**src/rtl/ethernet_crc_pkg.sv**
```systemverilog
// Shared CRC-32 (IEEE 802.3) constants and byte-wide next-state helpers for the
// Ethernet FCS generator and RX checker.
package ethernet_crc_pkg;

    localparam logic [31:0] CRC32_POLY    = 32'h04C11DB7;
    localparam logic [31:0] CRC32_INIT    = 32'hFFFFFFFF;
    localparam logic [31:0] CRC32_RESIDUE = 32'hC704DD7B;

    // Per-cycle register operation, decoded from init/d_valid/calc
    typedef enum logic [1:0] {
        OP_HOLD  = 2'd0,
        OP_INIT  = 2'd1,
        OP_CALC  = 2'd2,
        OP_SHIFT = 2'd3
    } crc_op_e;

    // Folds one byte into an MSB-first register; d[0] is first on the wire.
    function automatic logic [31:0] crc32_next_d8(input logic [31:0] c, input logic [7:0] d);
        logic [31:0] r;
        logic        fb;
        r = c;
        for (int unsigned k = 0; k < 8; k++) begin
            fb = r[31] ^ d[k];
            r  = {r[30:0], 1'b0} ^ (fb ? CRC32_POLY : '0);
        end
        return r;
    endfunction

    // Top register byte to wire-order FCS byte: bit-reversed and inverted.
    function automatic logic [7:0] fcs_byte(input logic [7:0] x);
        logic [7:0] o;
        for (int unsigned i = 0; i < 8; i++) begin
            o[i] = ~x[7 - i];
        end
        return o;
    endfunction

endpackage

```
**src/rtl/ethernet_crc_8_gen_if.sv**
```systemverilog
// Byte-stream and result bundle for the Ethernet CRC generator.
interface ethernet_crc_8_gen_if;

    logic [7:0]  d;
    logic        calc;
    logic        init;
    logic        d_valid;
    logic [31:0] crc_reg;
    logic [7:0]  crc;

    modport master (
        output d, calc, init, d_valid,
        input  crc_reg, crc
    );

    modport slave (
        input  d, calc, init, d_valid,
        output crc_reg, crc
    );

endinterface

```
**src/rtl/ethernet_crc_8_gen_next.sv**
```systemverilog
// Combinational one-byte CRC-32 step, shared by the TX generator and RX checker.
module crc32_d8_next
    import ethernet_crc_pkg::*;
(
    input  logic [31:0] i_crc,
    input  logic [7:0]  i_d,
    output logic [31:0] o_crc
);

    assign o_crc = crc32_next_d8(i_crc, i_d);

endmodule

```
**src/rtl/ethernet_crc_8_gen.sv**
```systemverilog
// Byte-serial Ethernet FCS generator/checker: folds data while calc=1, then
// shifts the FCS out in wire order while calc=0.
module ethernet_crc_8_gen
    import ethernet_crc_pkg::*;
(
    input  logic                clk,
    input  logic                reset,
    ethernet_crc_8_gen_if.slave bus
);

    logic [31:0] r_crc_reg;
    logic [7:0]  r_crc;
    logic [31:0] w_next;
    crc_op_e     w_op;

    crc32_d8_next u_next (
        .i_crc (r_crc_reg),
        .i_d   (bus.d),
        .o_crc (w_next)
    );

    always_comb begin
        w_op = OP_HOLD;
        if (bus.init) begin
            w_op = OP_INIT;
        end else if (bus.d_valid) begin
            w_op = bus.calc ? OP_CALC : OP_SHIFT;
        end
    end

    // The shift path refills with ones so a fourth shift restores the init value.
    always_ff @(posedge clk) begin
        if (reset) begin
            r_crc_reg <= CRC32_INIT;
            r_crc     <= '0;
        end else begin
            case (w_op)
                OP_INIT: begin
                    r_crc_reg <= CRC32_INIT;
                    r_crc     <= '0;
                end
                OP_CALC: begin
                    r_crc_reg <= w_next;
                    r_crc     <= fcs_byte(w_next[31:24]);
                end
                OP_SHIFT: begin
                    r_crc_reg <= {r_crc_reg[23:0], 8'hFF};
                    r_crc     <= fcs_byte(r_crc_reg[23:16]);
                end
                default: begin
                    r_crc_reg <= r_crc_reg;
                    r_crc     <= r_crc;
                end
            endcase
        end
    end

    assign bus.crc_reg = r_crc_reg;
    assign bus.crc     = r_crc;

endmodule

```
**src/flat_wrapper.sv**
```systemverilog
// flat-port wrapper written by rule: the top's interface ports become plain ports
module ethernet_crc_8_gen_flat import ethernet_crc_pkg::*;
  (clk, reset, bus_d, bus_calc, bus_init, bus_d_valid, bus_crc_reg, bus_crc);
  ethernet_crc_8_gen_if bus_i ();
  input  logic clk;
  input  logic reset;
  input wire logic [$bits(bus_i.d)-1:0] bus_d;
  input wire logic [$bits(bus_i.calc)-1:0] bus_calc;
  input wire logic [$bits(bus_i.init)-1:0] bus_init;
  input wire logic [$bits(bus_i.d_valid)-1:0] bus_d_valid;
  output wire logic [$bits(bus_i.crc_reg)-1:0] bus_crc_reg;
  output wire logic [$bits(bus_i.crc)-1:0] bus_crc;
  assign bus_i.d = bus_d;
  assign bus_i.calc = bus_calc;
  assign bus_i.init = bus_init;
  assign bus_i.d_valid = bus_d_valid;
  assign bus_crc_reg = bus_i.crc_reg;
  assign bus_crc = bus_i.crc;
  ethernet_crc_8_gen u_core (.clk(clk), .reset(reset), .bus(bus_i));
endmodule
```
**config.mk**
```make
export PLATFORM = sky130hd
export DESIGN_NAME = ethernet_crc_8_gen_flat
export DESIGN_NICKNAME = d
export VERILOG_FILES = /design/src/rtl/ethernet_crc_pkg.sv /design/src/rtl/ethernet_crc_8_gen_if.sv /design/src/rtl/ethernet_crc_8_gen_next.sv /design/src/rtl/ethernet_crc_8_gen.sv /design/src/flat_wrapper.sv
export SDC_FILE = /design/constraint.sdc
export NUM_CORES = 1
export LEC_CHECK = 0
export CORE_MARGIN = 4
export CORE_UTILIZATION = 50
export CTS_CLUSTER_SIZE = 12
export DETAILED_ROUTE_END_ITERATION = 6
export DONT_BUFFER_PORTS = 1
export HOLD_SLACK_MARGIN = 0.12
export SETUP_SLACK_MARGIN = 0.4
export SLEW_MARGIN = 20
export SYNTH_ARGS = -nofsm -noshare
export SYNTH_HDL_FRONTEND = slang
export SYNTH_SLANG_ARGS = --single-unit
export TNS_END_PERCENT = 100
```
**constraint.sdc**
```tcl
create_clock -name clk -period 2.4 [get_ports clk]
set_clock_uncertainty 0.05 [all_clocks]
set_input_delay 0.48 -clock clk [delete_from_list [all_inputs] [get_ports clk]]
set_output_delay 0.48 -clock clk [all_outputs]
set_load 0.1 [all_outputs]
```
Yosys cells after proc, flatten, opt, wreduce, memory -nomap -nowiden
Index checks and enable logic that the tools add are counted.
- equality and inequality tests: 3
- muxes and demuxes: 13
- reduce and logical (&&, ||, !) cells: 1
- bitwise logic cells: 32
- operators with widths (kind ; count):
    XOR 32 x 27 -> 32 bit ; 8
    2-to-1 mux 27 bit ; 8
    case mux 32 bit (3 select lines) ; 1
    case mux 8 bit (3 select lines) ; 1
    NOT 1 bit ; 16
    XOR 1 bit ; 8
    equality test 2 bit, second input constant ; 2
    2-to-1 mux 2 bit ; 2
    nonzero test 3 bit ; 1
    equality test 2 x 1 -> 1 bit, second input constant ; 1
    2-to-1 mux 1 bit ; 1
- output and inout port bits: 40
- register bits after elaboration: 40

Depth between registers and ports, before layout
- depth in word-level cells: 26
- gate-level depth with buffers: 7

Cells and area by module
Synthesis repeated with hierarchy kept, for this count alone.
- cells, all modules: 204
- area, all modules: 2534.9 µm²
- by module, submodules not included (module ; instances ; area an instance (µm²) ; cells each):
    ethernet_crc_8_gen ; 1 ; 1619.1 ; 141
    crc32_d8_next ; 1 ; 915.9 ; 63

Worst setup path after synthesis
OpenSTA, ideal clock, no wires.
- kind: flip-flop to flip-flop
- start point: register u_core.r_crc_reg[31], in the netlist u_core.bus.crc_reg[31]
- end point: register u_core.r_crc_reg[13], in the netlist u_core.bus.crc_reg[13]
- buffers on the path: 0
- required time: 2.271 ns
- stages on the path, launching flop included: 7
- arrival: 2.543 ns
- setup time: 0.079 ns
- setup slack: -0.273 ns
- cells stage by stage: dfxtp_1 > xnor2_4 > xnor2_1 > xor2_1 > mux2_2 > xor2_1 > o211ai_1
- word-level cells in the longest chain between the ends: 13
- RTL lines (element ; RTL line ; source):
    start: declaration ; ethernet_crc_8_gen.sv:11 ; logic [31:0] r_crc_reg;
    start signal: assignment ; ethernet_crc_8_gen.sv:43 ; r_crc_reg <= w_next;
    start signal: assignment ; ethernet_crc_8_gen.sv:47 ; r_crc_reg <= {r_crc_reg[23:0], 8'hFF};
    start signal: assignment ; ethernet_crc_8_gen.sv:51 ; r_crc_reg <= r_crc_reg;
    XOR 1 bit ; ethernet_crc_pkg.sv:23 ; fb = r[31] ^ d[k];
    2-to-1 mux 27 bit ; ethernet_crc_pkg.sv:24 ; r = {r[30:0], 1'b0} ^ (fb ? CRC32_POLY : '0);
    XOR 32 x 27 -> 32 bit (6 in a row) ; ethernet_crc_pkg.sv:24 ;
    XOR 1 bit ; ethernet_crc_pkg.sv:23 ;
    2-to-1 mux 27 bit ; ethernet_crc_pkg.sv:24 ;
    XOR 32 x 27 -> 32 bit (2 in a row) ; ethernet_crc_pkg.sv:24 ;
    case mux 32 bit (3 select lines) ; ethernet_crc_8_gen.sv:37 ; case (w_op)
No other way between the ends.
A chain may end at the register's enable or synchronous reset.

Worst setup path after layout
- start point: register u_core.r_crc_reg[31], in the netlist u_core.bus.crc_reg[31]
- end point: register u_core.r_crc_reg[14], in the netlist u_core.bus.crc_reg[14]
- word-level cells in the longest chain between the ends: 11
- RTL lines (element ; RTL line):
    XOR 1 bit ; ethernet_crc_pkg.sv:23
    2-to-1 mux 27 bit ; ethernet_crc_pkg.sv:24
    XOR 32 x 27 -> 32 bit (8 in a row) ; ethernet_crc_pkg.sv:24
    case mux 32 bit (3 select lines) ; ethernet_crc_8_gen.sv:37
No other way between the ends.

==> metrics.cfg <==
[floorplan]
die_w_um = 74.97
design.die.area_um2 = 5620
start_util = 0.5149
core-area_um2 = 4354
boundaryPins = 53
core.rowCount = 24
die_h_um = 74.97

[flow_run]
maxCapViolCount = 0

[cts]
cts_root_buf = clkbuf_8
cts.sinks = 40
htreeDepth = 2
clk_path_buf_depth = 2
cts_buffers = 5
path_clk_slew_ps = 80
cts_tree = done
postCtsHoldBufs = 0
clk_latency_ps = 290

[global_routing]
antenna_found_initial = 0
grt_pass1_vias = 1771
grt_usage = 0.2232
grt_overflow = 0
grt_pass1_wl_um = 9259
grt_start_max_net_pins = 29

[layout]
final_layout_size_suffix_gt1_frac = 0.3041
area_delta_synth_final_pct = 30.25
post-route-cell-area_um2 = 2920
largest_register_ffs = 40
final_nets = 308
antenna_cells = 0
layout_commonest_cell = buf_4
layout_common_cells = buf_4 (51), dfxtp_1 (32), nand2_1 (31)

[synthesis]
synth_cell_type_count = 35
synth_mux_area_frac = 0.01395
syn-num-nets = 261
synthCells = 248
synthSimpleGateAreaFrac = 0.1568
synth-compound-area-share = 0.1256
synthAdderAreaFrac = 0
syn_avg_cell_area_um2 = 9.041
ys_seq_area_frac = 0.3571
synthXorXnorAreaFrac = 0.3209
ys_ff_latch = 40
yosys_warnings = 0
synth_top_family_by_area = XOR/XNOR gates
synth_area_um2 = 2242

[detailed_routing]
routed_via_density = 5.221
drt_iter0_drc = 106
ant_nets = 0
drt-total-wl_um = 5824
drt-wirelength-per-cell_um = 16.74
num_vias = 1817
drc = 0
first_pass_iters = 4

[sta]
fin_setup_tns_ps = 0
fmax_mhz = 512.5
slew_headroom = 0.4760
rsz0062_at_grt = true
layout_min_cycle_time_ps = 1951
finalWorstSetupSlack_ps = 448.7
setup_violations = 0
min_period_over_period = 0.8130
hold_ws_ps = 199.6
worst_slew_pin_slew_ps = 783.1
slew_violations = 0
hold_viol = 0

[setup_path]
critPathKind = reg2reg
r2r_start = u_core.bus.crc_reg[31]
max_stage_delay_ps = 470
ff2ff_setup_slack_ps = 450
critPathBufInv = 1
cp_max_fo = 6
r2r_end = u_core.bus.crc_reg[14]
start_kind = register
reg2regPathDepth = 7
path_delay_family = XOR/XNOR gates
crit_chain = xnor2_4, buf_12, xnor2_1, xor3_1, nand2_1, xor2_1, a21oi_1
cp.required_ps = 2530
arrival_ps = 2080
worstSetupEndpointType = register
slowest_stage = xor3_1

[min_path]
hold_depth = 1
hold_path.class = in2reg
hp-start = reset
holdPathEnd = u_core.bus.crc[1]

[place]
placed_area_um2 = 2660
globalplace.congestion = 0.8203
dp_hpwl_um = 4126
dp_slack_ps = 204.9
portBuffers = 0

[power]
leakagePower_nw = 1.135
power.density_nw_per_um2 = 726.2
total_power_mw = 2.121
ir_drop_mv = 0.4165

[run_status]
status = finished clean

-- synth_stat cells --
| cell type | count | area, um^2 |
|---|---|---|
| a22o_1 | 4 | 35.03 |
| xor2_1 | 26 | 227.7 |
| buf_2 | 1 | 5.000 |
| mux2_2 | 1 | 11.26 |
| and3_1 | 1 | 6.260 |
| xor2_2 | 2 | 32.53 |
| mux2i_1 | 2 | 20.02 |
| xor3_1 | 1 | 23.77 |
| a21oi_1 | 19 | 95.09 |
| or3_1 | 3 | 18.77 |
| a22oi_1 | 2 | 15.01 |
| o22ai_1 | 10 | 62.56 |
| inv_1 | 2 | 7.510 |
| o21a_1 | 1 | 7.510 |
| a21boi_0 | 1 | 7.510 |
| nor2b_1 | 3 | 18.77 |
| nand2_1 | 31 | 116.4 |
| clkbuf_1 | 8 | 30.03 |
| xnor2_4 | 1 | 27.53 |
| xnor3_2 | 1 | 23.77 |
| o21ai_0 | 7 | 35.03 |
| or2_2 | 4 | 25.02 |
| buf_4 | 1 | 7.510 |
| xor2_4 | 1 | 27.53 |
| o211ai_1 | 2 | 15.01 |
| nor2_1 | 23 | 86.33 |
| xnor3_1 | 1 | 22.52 |
| o22a_1 | 1 | 8.760 |
| buf_1 | 2 | 7.510 |
| xnor2_2 | 6 | 97.59 |
| nor4_1 | 2 | 12.51 |
| dfxtp_1 | 40 | 800.8 |
| nand2b_1 | 10 | 62.56 |
| nor3_1 | 1 | 5.000 |
| xnor2_1 | 27 | 236.5 |
-- worst reg2reg max path, stage by stage, from the launching register on --
cell	delay, ps
dfxtp_4	370
xnor2_4	140
buf_12	150
xnor2_1	310
xor3_1	470
nand2_1	90
xor2_1	180
a21oi_1	90
-- worst max-delay path by stage --
stage	start	endpoint	slack, ps	cells after the start
final	u_core.bus.crc_reg[31]	u_core.bus.crc_reg[14]	450	7
after global routing	u_core.bus.crc_reg[31]	u_core.bus.crc_reg[14]	370	7
after CTS	u_core.bus.crc_reg[29]	u_core.bus.crc_reg[10]	430	6
after detailed placement	bus_d[0]	u_core.bus.crc_reg[6]	200	6
after global placement	bus_d[0]	u_core.bus.crc_reg[24]	250	5
after floorplan	u_core.bus.crc_reg[26]	u_core.bus.crc_reg[13]	360	6
-- cell families (layout without fill, tap and decap cells) --
logic type	after synthesis	after routing
flops	40	40
xor+xnor	66	66
buf+inv	14	62
mux	3	3
simple gates	78	78
compound gates	47	47
-- metal layers --
metal  routed length [um]  track usage  part of all wire
met3                  317      0.06676             0.054
met4                   61      0.05929             0.010
met2                 2781       0.3501              0.48
met5                    0            0                 0
met1                 2664       0.3002              0.46
-- per-stage QoR --
| stage | std cells | utilization |
|---|---|---|
| floorplan | 248 | - |
| global placement | 333 | 0.6109 |
| detailed placement | 333 | 0.6109 |
| CTS | 345 | 0.6575 |
| global route | 348 | 0.6707 |
| finish | 348 | 0.6707 |
-- final cells by class --
class | count | area [um^2]
multi-input cells | 194 | 1506
fillers | 373 | 1434
flip-flops and latches | 40 | 830.8
repair buffers | 52 | 402.9
clock buffers | 6 | 72.57
well taps | 52 | 65.06
clock inverters | 2 | 35.03
inverters | 2 | 7.507
-- where the power goes --
part	switching, mW	internal (mW)	total [mW]
clock network	0.240	0.309	0.549
registers	0.0258	0.689	0.715
logic	0.520	0.336	0.857
total	0.786	1.33	2.12
-- what timing repair did --
item | CTS | global route
endpoints found under the setup margin | 6 | 7
hold endpoints to repair | 0 | 0
gates resized for setup | 5 | 4
setup buffers | 4 | 3
pin swaps | 1 | 3
No activity file was read; power rests on OpenSTA's default activity.
